`src/rtl/operand2_stage_if.sv`:
```
// Operand-2 stage bundle: upstream operand/handshake, Rs register-file port, shifter-side output.
// Latency: none (wiring only).
// Backpressure: in_ready / out_ready valid-ready pairs.
interface operand2_stage_if #(
    parameter int DATA_W = 32
);
    logic              flush;
    logic              in_valid;
    logic              in_ready;
    logic              in_imm;
    logic [11:0]       in_op2;
    logic [DATA_W-1:0] rm_val;
    logic              c_flag;
    logic              rs_rd_en;
    logic [3:0]        rs_addr;
    logic [DATA_W-1:0] rs_val;
    logic              out_valid;
    logic              out_ready;
    logic [DATA_W-1:0] shift_in;
    logic [1:0]        shift_op;
    logic [4:0]        shift_amt;

    modport master (
        output flush, in_valid, in_imm, in_op2, rm_val, c_flag, rs_val, out_ready,
        input  in_ready, rs_rd_en, rs_addr, out_valid, shift_in, shift_op, shift_amt
    );

    modport slave (
        input  flush, in_valid, in_imm, in_op2, rm_val, c_flag, rs_val, out_ready,
        output in_ready, rs_rd_en, rs_addr, out_valid, shift_in, shift_op, shift_amt
    );
endinterface

```
`src/rtl/operand2_stage.sv`:
```
// Decodes ARM operand-2 and normalises all shift special cases into a {data, op, 5-bit amt} triple for the shifter.
// Latency: 1 cycle for immediate / immediate-shift, 2 cycles for register-shift (synchronous Rs read).
// Backpressure: single output register; in_ready drops while waiting on Rs or while a held result is stalled.
module operand2_stage #(
    parameter int DATA_W = 32
) (
    input  logic              clk,
    input  logic              rst,
    operand2_stage_if.slave   bus
);
    typedef enum logic [1:0] {EMPTY, WAIT_RS, FULL} state_t;

    typedef struct packed {
        logic [DATA_W-1:0] data;
        logic [1:0]        op;
        logic [4:0]        amt;
    } shift_t;

    localparam logic [1:0] OP_LSL = 2'b00;
    localparam logic [1:0] OP_LSR = 2'b01;
    localparam logic [1:0] OP_ASR = 2'b10;
    localparam logic [1:0] OP_ROR = 2'b11;

    state_t            state, state_nxt;
    shift_t            out_q, ish_res, rsh_res;
    logic [DATA_W-1:0] rm_q;
    logic [1:0]        t_q;
    logic              is_rsh;
    logic              accept;
    logic              in_ready;
    logic [1:0]        t_in;
    logic [4:0]        a_in;
    logic [7:0]        rs_n;
    logic              unused_bits;

    assign is_rsh = !bus.in_imm && bus.in_op2[4];
    assign t_in   = bus.in_op2[6:5];
    assign a_in   = bus.in_op2[11:7];
    assign rs_n   = bus.rs_val[7:0];
    assign accept = bus.in_valid && in_ready;

    // Rm index and upper Rs bits are consumed elsewhere in the pipe.
    assign unused_bits = &{1'b0, bus.in_op2[3:0], bus.rs_val[DATA_W-1:8]};

    // Immediate and immediate-shift forms resolve in the accept cycle.
    always_comb begin
        ish_res.data = bus.rm_val;
        ish_res.op   = OP_LSL;
        ish_res.amt  = '0;
        if (bus.in_imm) begin
            ish_res.data = {{(DATA_W-8){1'b0}}, bus.in_op2[7:0]};
            ish_res.op   = OP_ROR;
            ish_res.amt  = {bus.in_op2[11:8], 1'b0};
        end else if (a_in != 5'd0) begin
            ish_res.op  = t_in;
            ish_res.amt = a_in;
        end else begin
            case (t_in)
                OP_LSR:  ish_res.data = '0;
                OP_ASR:  ish_res.data = {DATA_W{bus.rm_val[DATA_W-1]}};
                OP_ROR:  ish_res.data = {bus.c_flag, bus.rm_val[DATA_W-1:1]};
                default: ish_res.data = bus.rm_val;
            endcase
        end
    end

    // Register-shift form: amounts >= 32 collapse to constants, except ROR which wraps mod 32.
    always_comb begin
        rsh_res.data = rm_q;
        rsh_res.op   = OP_LSL;
        rsh_res.amt  = '0;
        if (rs_n != 8'd0) begin
            if (rs_n[7:5] == 3'd0) begin
                rsh_res.op  = t_q;
                rsh_res.amt = rs_n[4:0];
            end else begin
                case (t_q)
                    OP_ASR: rsh_res.data = {DATA_W{rm_q[DATA_W-1]}};
                    OP_ROR: begin
                        rsh_res.op  = OP_ROR;
                        rsh_res.amt = rs_n[4:0];
                    end
                    default: rsh_res.data = '0;
                endcase
            end
        end
    end

    always_ff @(posedge clk or posedge rst) begin
        if (rst) state <= EMPTY;
        else     state <= state_nxt;
    end

    always_comb begin
        state_nxt = state;
        in_ready  = 1'b0;
        case (state)
            EMPTY:   in_ready = 1'b1;
            FULL:    in_ready = bus.out_ready;
            default: in_ready = 1'b0;
        endcase
        if (bus.flush) in_ready = 1'b0;

        case (state)
            EMPTY: begin
                if (accept) state_nxt = is_rsh ? WAIT_RS : FULL;
            end
            WAIT_RS: state_nxt = FULL;
            FULL: begin
                if (bus.out_ready) begin
                    if (accept) state_nxt = is_rsh ? WAIT_RS : FULL;
                    else        state_nxt = EMPTY;
                end
            end
            default: state_nxt = EMPTY;
        endcase
        if (bus.flush) state_nxt = EMPTY;
    end

    always_ff @(posedge clk or posedge rst) begin
        if (rst) begin
            out_q <= '0;
            rm_q  <= '0;
            t_q   <= '0;
        end else begin
            if (accept && !is_rsh)
                out_q <= ish_res;
            else if (state == WAIT_RS && !bus.flush)
                out_q <= rsh_res;
            if (accept && is_rsh) begin
                rm_q <= bus.rm_val;
                t_q  <= t_in;
            end
        end
    end

    assign bus.in_ready  = in_ready;
    assign bus.rs_rd_en  = accept && is_rsh;
    assign bus.rs_addr   = bus.in_op2[11:8];
    assign bus.out_valid = (state == FULL);
    assign bus.shift_in  = out_q.data;
    assign bus.shift_op  = out_q.op;
    assign bus.shift_amt = out_q.amt;
endmodule

```
`src/flat_wrapper.sv`:
```
// flat-port wrapper written by rule: the top's interface ports become plain ports
module operand2_stage_flat 
#(
    parameter int DATA_W = 32
)
  (clk, rst, bus_flush, bus_in_valid, bus_in_imm, bus_in_op2, bus_rm_val, bus_c_flag, bus_rs_val, bus_out_ready, bus_in_ready, bus_rs_rd_en, bus_rs_addr, bus_out_valid, bus_shift_in, bus_shift_op, bus_shift_amt);
  operand2_stage_if #(.DATA_W(DATA_W)) bus_i ();
  input  logic clk;
  input  logic rst;
  input wire logic [$bits(bus_i.flush)-1:0] bus_flush;
  input wire logic [$bits(bus_i.in_valid)-1:0] bus_in_valid;
  input wire logic [$bits(bus_i.in_imm)-1:0] bus_in_imm;
  input wire logic [$bits(bus_i.in_op2)-1:0] bus_in_op2;
  input wire logic [$bits(bus_i.rm_val)-1:0] bus_rm_val;
  input wire logic [$bits(bus_i.c_flag)-1:0] bus_c_flag;
  input wire logic [$bits(bus_i.rs_val)-1:0] bus_rs_val;
  input wire logic [$bits(bus_i.out_ready)-1:0] bus_out_ready;
  output wire logic [$bits(bus_i.in_ready)-1:0] bus_in_ready;
  output wire logic [$bits(bus_i.rs_rd_en)-1:0] bus_rs_rd_en;
  output wire logic [$bits(bus_i.rs_addr)-1:0] bus_rs_addr;
  output wire logic [$bits(bus_i.out_valid)-1:0] bus_out_valid;
  output wire logic [$bits(bus_i.shift_in)-1:0] bus_shift_in;
  output wire logic [$bits(bus_i.shift_op)-1:0] bus_shift_op;
  output wire logic [$bits(bus_i.shift_amt)-1:0] bus_shift_amt;
  assign bus_i.flush = bus_flush;
  assign bus_i.in_valid = bus_in_valid;
  assign bus_i.in_imm = bus_in_imm;
  assign bus_i.in_op2 = bus_in_op2;
  assign bus_i.rm_val = bus_rm_val;
  assign bus_i.c_flag = bus_c_flag;
  assign bus_i.rs_val = bus_rs_val;
  assign bus_i.out_ready = bus_out_ready;
  assign bus_in_ready = bus_i.in_ready;
  assign bus_rs_rd_en = bus_i.rs_rd_en;
  assign bus_rs_addr = bus_i.rs_addr;
  assign bus_out_valid = bus_i.out_valid;
  assign bus_shift_in = bus_i.shift_in;
  assign bus_shift_op = bus_i.shift_op;
  assign bus_shift_amt = bus_i.shift_amt;
  operand2_stage #(.DATA_W(DATA_W)) u_core (.clk(clk), .rst(rst), .bus(bus_i));
endmodule
```
`config.mk`:
```
export PLATFORM = sky130hd
export DESIGN_NAME = operand2_stage_flat
export DESIGN_NICKNAME = d
export VERILOG_FILES = /design/src/rtl/operand2_stage_if.sv /design/src/rtl/operand2_stage.sv /design/src/flat_wrapper.sv
export SDC_FILE = /design/constraint.sdc
export NUM_CORES = 1
export LEC_CHECK = 0
export CAP_MARGIN = 20
export CELL_PAD_IN_SITES_DETAIL_PLACEMENT = 0
export CELL_PAD_IN_SITES_GLOBAL_PLACEMENT = 1
export CORE_MARGIN = 2
export CORE_UTILIZATION = 31
export DETAILED_ROUTE_END_ITERATION = 10
export PLACE_DENSITY = 0.74
export SKIP_CTS_REPAIR_TIMING = 1
export SYNTH_ARGS = -nofsm -noshare
export SYNTH_HDL_FRONTEND = slang
export SYNTH_SLANG_ARGS = --single-unit
export TNS_END_PERCENT = 30
```
`constraint.sdc`:
```
create_clock -name clk -period 2.3 [get_ports clk]
set_input_delay 0.46 -clock clk [delete_from_list [all_inputs] [get_ports clk]]
set_output_delay 0.46 -clock clk [all_outputs]
set_load 0.005 [all_outputs]
```
# [After elaboration in Yosys (flattened, before gate mapping)]
# Index checks and enable logic that the tools add are counted.
[word_totals] ff_bits=75 input_bits=83 out_inout_bits=46 wordCells=48
[op_classes] n_eq_ne=9 mux=19 reduce_logical=14
[op_table] cell="$mux 39" n=4
[op_table] cell="$pmux 32 s3" n=1
[op_table] cell="$mux 32" n=2
[op_table] cell="$pmux 32 s2" n=1
[op_table] cell="$mux 7" n=3
[op_table] cell="$eq 2x2->1 const B" n=5
[op_table] cell="$mux 2" n=5
[op_table] cell="$reduce_bool 8->1" n=1
[op_table] cell="$pmux 2 s3" n=1
[op_table] cell="$logic_and 1x1->1" n=5
[op_table] cell="$reduce_bool 5->1" n=1
[op_table] cell="$eq 2x1->1 const B" n=2
[op_table] cell="$logic_not 1->1" n=3
[op_table] cell="$logic_not 3->1" n=1
[op_table] cell="$ne 3x2->1 const B" n=1
[op_table] cell="$ne 3x3->1 const B" n=1
[op_table] cell="$logic_not 2->1" n=1
[op_table] cell="$pmux 1 s2" n=1
[op_table] cell="$reduce_and 2->1" n=1
[op_table] cell="$reduce_bool 2->1" n=1
[op_table] cell="$mux 1" n=1

# [Logic depth before layout (Yosys ltp)]
[logic_depth] depth_word=8 ltp_mapped=7 ltp_nobuf=6

# [Worst setup path after synthesis]
# No wires, ideal clock.
[synth_path] path_kind="input to output" from="input bus_flush" to="output bus_rs_rd_en" arrival_ps=1400 required_time_ps=1840 path_slack_ps=440 path_stages=6 path_buffers=2 cell_sequence="nor2_1 > nand3_1 > or2_1 > buf_2 > buf_2 > inv_2"
[synth_between] elab_chain_len=3
[synth_rtl] item="start: declaration" line_no="flat_wrapper.sv:10" rtl="input wire logic [$bits(bus_i.flush)-1:0] bus_flush;"
[synth_rtl] item="$mux 1" line_no="operand2_stage.sv:102" rtl="if (bus.flush) in_ready = 1'b0;"
[synth_rtl] item="$logic_and 1x1->1" line_no="operand2_stage.sv:40" rtl="assign accept = bus.in_valid && in_ready;"
[synth_rtl] item="$logic_and 1x1->1" line_no="operand2_stage.sv:138" rtl="assign bus.rs_rd_en = accept && is_rsh;"
[synth_rtl] item="end: declaration" line_no="flat_wrapper.sv:19" rtl="output wire logic [$bits(bus_i.rs_rd_en)-1:0] bus_rs_rd_en;"
# No other way between the ends.

# [Final worst setup path]
[layout_path] from="input bus_in_op2[11]" to="output bus_rs_addr[3]"
[layout_lines] item="start: declaration" line_no="flat_wrapper.sv:13" rtl="input wire logic [$bits(bus_i.in_op2)-1:0] bus_in_op2;"
[layout_lines] item="end: declaration" line_no="flat_wrapper.sv:20" rtl="output wire logic [$bits(bus_i.rs_addr)-1:0] bus_rs_addr;"
# No word-level cell between the ends.

==> results_dict.tcl <==
set metrics [dict create \
    path_class "in -> out" \
    drive_above_1_share 0.139 \
    synth.mux.area_fraction 0 \
    wl_per_cell_um 17.6 \
    port_buffers 104 \
    finalSetupViolations 0 \
    yosysSeqAreaShare 0.442 \
    power_leakage_uw 0.00266 \
    ioPinCount 129 \
    cp_common_cell "clkdlybuf4s50_1" \
    ir_drop_uv 338 \
    synth_compound_area_frac 0.274 \
    fp.dieArea_sq_um 14600 \
    dr.pass1.iters 6 \
    p_per_area_nw_per_um2 683 \
    cp_top_family "buffers and inverters" \
    synth.area.top_cells "dfrtp_1 44%, nand2_1 13%, a21oi_1 7.4%, o221ai_1 4.7%, a222oi_1 2.6%" \
    gp_congestion 0.798 \
    wl_mm 14.4 \
    clk_latency_ns 0.34 \
    synthXorXnorAreaFrac 0 \
    final-seq-area_sq_um 1880 \
    globalRouteOverflowTotal 0 \
    hold_slack_ns 0.475 \
    max_cap_viol_count 0 \
    cp-startpoint "bus_in_op2[11]" \
    r2r_slack_ns 0.48 \
    worst-path-stages 3 \
    netlist_area_sq_um 4240 \
    synth-seq-cells 75 \
    clock-sinks 75 \
    clk_path_buf_depth 2 \
    die_w_um 121 \
    dp_slack_ns -0.233 \
    use_met1 0.279 \
    ys_types 50 \
    r2r_cells 8 \
    fin_crit_ns 2.17 \
    fin_ws_ns 0.134 \
    dp_hpwl_mm 9.70 \
    fillCellCount 1306 \
    clk_pin_slew_ns 0.06 \
    setup.worst_path.end_class "output pin" \
    cts_tree "built" \
    antenna_cells 0 \
    row_count 42 \
    synth.most_common_cell "nand2_1" \
    cts_root_buffer "clkbuf_16" \
    finalSetupTns_ns 0 \
    initial_core_util 0.319 \
    synth_top_family_by_area "compound AO/OA/AOI/OAI gates" \
    cp.required_ns 1.84 \
    nNetsFinal 721 \
    multi_input_area_sq_um 2090 \
    cp_max_fo 5 \
    slew_headroom 0.622 \
    die_y_um 121 \
    r2r_start "u_core.state[0]" \
    crit_path_max_incr_delay_ns 0.60 \
    rsz0062_at_grt "false" \
    area_growth_pct 42.9 \
    endpoint "bus_rs_addr[3]" \
    hp-class "reg -> reg" \
    hold_viol 0 \
    htree_levels 3 \
    syn_inst 514 \
    fmax_mhz 462 \
    path_cells "clkdlybuf4s50_1 > buf_4 > clkdlybuf4s50_1" \
    avgSynthCellArea_sq_um 8.25 \
    drc 0 \
    core_area_sq_um 13300 \
    cp-start-kind "input pin" \
    ys_async_sr_fraction 1.00 \
    grt_util_met3 0.0376 \
    cp_slowest_cell "clkdlybuf4s50_1" \
    synth.top_cell.area_share 0.442 \
    track_usage 0.203 \
    worst_pin_slew_ns 0.567 \
    outcome "finished, final reports clean" \
    grt_max_degree 76 \
    final_antenna_net_count 0 \
    yosys.area_share.simple 0.216 \
    numCtsBuffers 9 \
    drt-initial-drc-count 429 \
    synth-adder-area-share 0 \
    synth-edff-count 0 \
    drv_slew 0 \
    yosys.area.top_type "dfrtp_1" \
    drt-vias-per-instance 5.36 \
    final_util 0.456 \
    grt_pass1_wl_mm 23.4 \
    r2r_end "u_core.rm_q[8]" \
    antenna_found_initial 0 \
    period_share 0.942 \
    critPathBufInv 3 \
    ys_warn_count 0 \
    arrival_ns 1.71 \
    skew_ns 0.00643 \
    synth_common_cells "150 x nand2_1, 75 x dfrtp_1, 63 x a21oi_1" \
    grt_pass1_vias 4506 \
    grt_most_used_layer "met2" \
    synthFlopType "dfrtp_1" \
    gr-usage-met2 0.325 \
    vias 4387 \
    syn_nets 597 \
]
## worst min-delay path by stage
stage	startpoint	to	slack, ns	cells past startpoint
2_1_floorplan	u_core.rm_q[10]	u_core.rm_q[10]	0.45	2
3_3_place_gp	u_core.rm_q[1]	u_core.rm_q[1]	0.46	2
3_5_place_dp	u_core.rm_q[22]	u_core.rm_q[22]	0.46	2
4_1_cts	u_core.rm_q[22]	u_core.rm_q[22]	0.48	2
5_1_grt	u_core.rm_q[12]	u_core.rm_q[12]	0.51	2
6_report	u_core.rm_q[22]	u_core.rm_q[22]	0.47	2
## through the flow
step | cells | total power (uW) | instance area [sq um]
3_3_place_gp | 803 | 2710 | 5750
4_1_cts | 818 | 4180 | 6050
5_1_grt | 818 | 4380 | 6060
3_5_place_dp | 803 | 2740 | 5750
6_report | 818 | 4140 | 6060
2_1_floorplan | 514 | 2160 | 4250
## cell usage in the layout (no fill, tap or decap), drive strengths merged, types with 7 or more instances in the layout
cell / count
o22ai: 9
clkdlybuf4s50: 102
inv: 16
o221ai: 23
o21ai: 27
a31oi: 7
a222oi: 11
dfrtp: 75
nor2: 16
a21oi: 63
nand2b: 10
nand2: 150
a211oi: 7
buf: 54
clkbuf: 11
## registers in the layout, indices dropped and copies added (netlist names)
signal / flops
u_core.state: 2
u_core.bus.shift_amt: 5
u_core.rm_q: 32
u_core.bus.shift_op: 2
u_core.t_q: 2
u_core.bus.shift_in: 32
## kinds of logic after synthesis
group	after synthesis
simple gates	207
flops	75
buf+inv	62
compound gates	170
## layout make-up
| type | instances | share of cell area |
|---|---|---|
| Sequential cell | 75 | 0.310 |
| Clock buffer | 11 | 0.0400 |
| Tap cell | 176 | 0.0363 |
| Inverter | 17 | 0.0111 |
| Clock inverter | 4 | 0.00846 |
| Timing Repair Buffer | 158 | 0.250 |
| Multi-Input combinational cell | 377 | 0.345 |
## power by group
group / switching, uW / internal, uW
logic: 484 / 540
registers: 144 / 1550
clock network: 553 / 864
total: 1180 / 2960
## tightest hold or removal path: stages (launching register included)
cell and delay, ns:
dfrtp_1 0.34, nand2_1 0.05, nand2_1 0.05
## routing by layer
metal  vias to the layer above  part of all wire
met5                         -                 0
met4                         0            0.0095
met3                        12             0.063
met2                       183              0.47
met1                      2113              0.46
li1                       2079                 -
No activity file was read; power rests on OpenSTA's default activity.
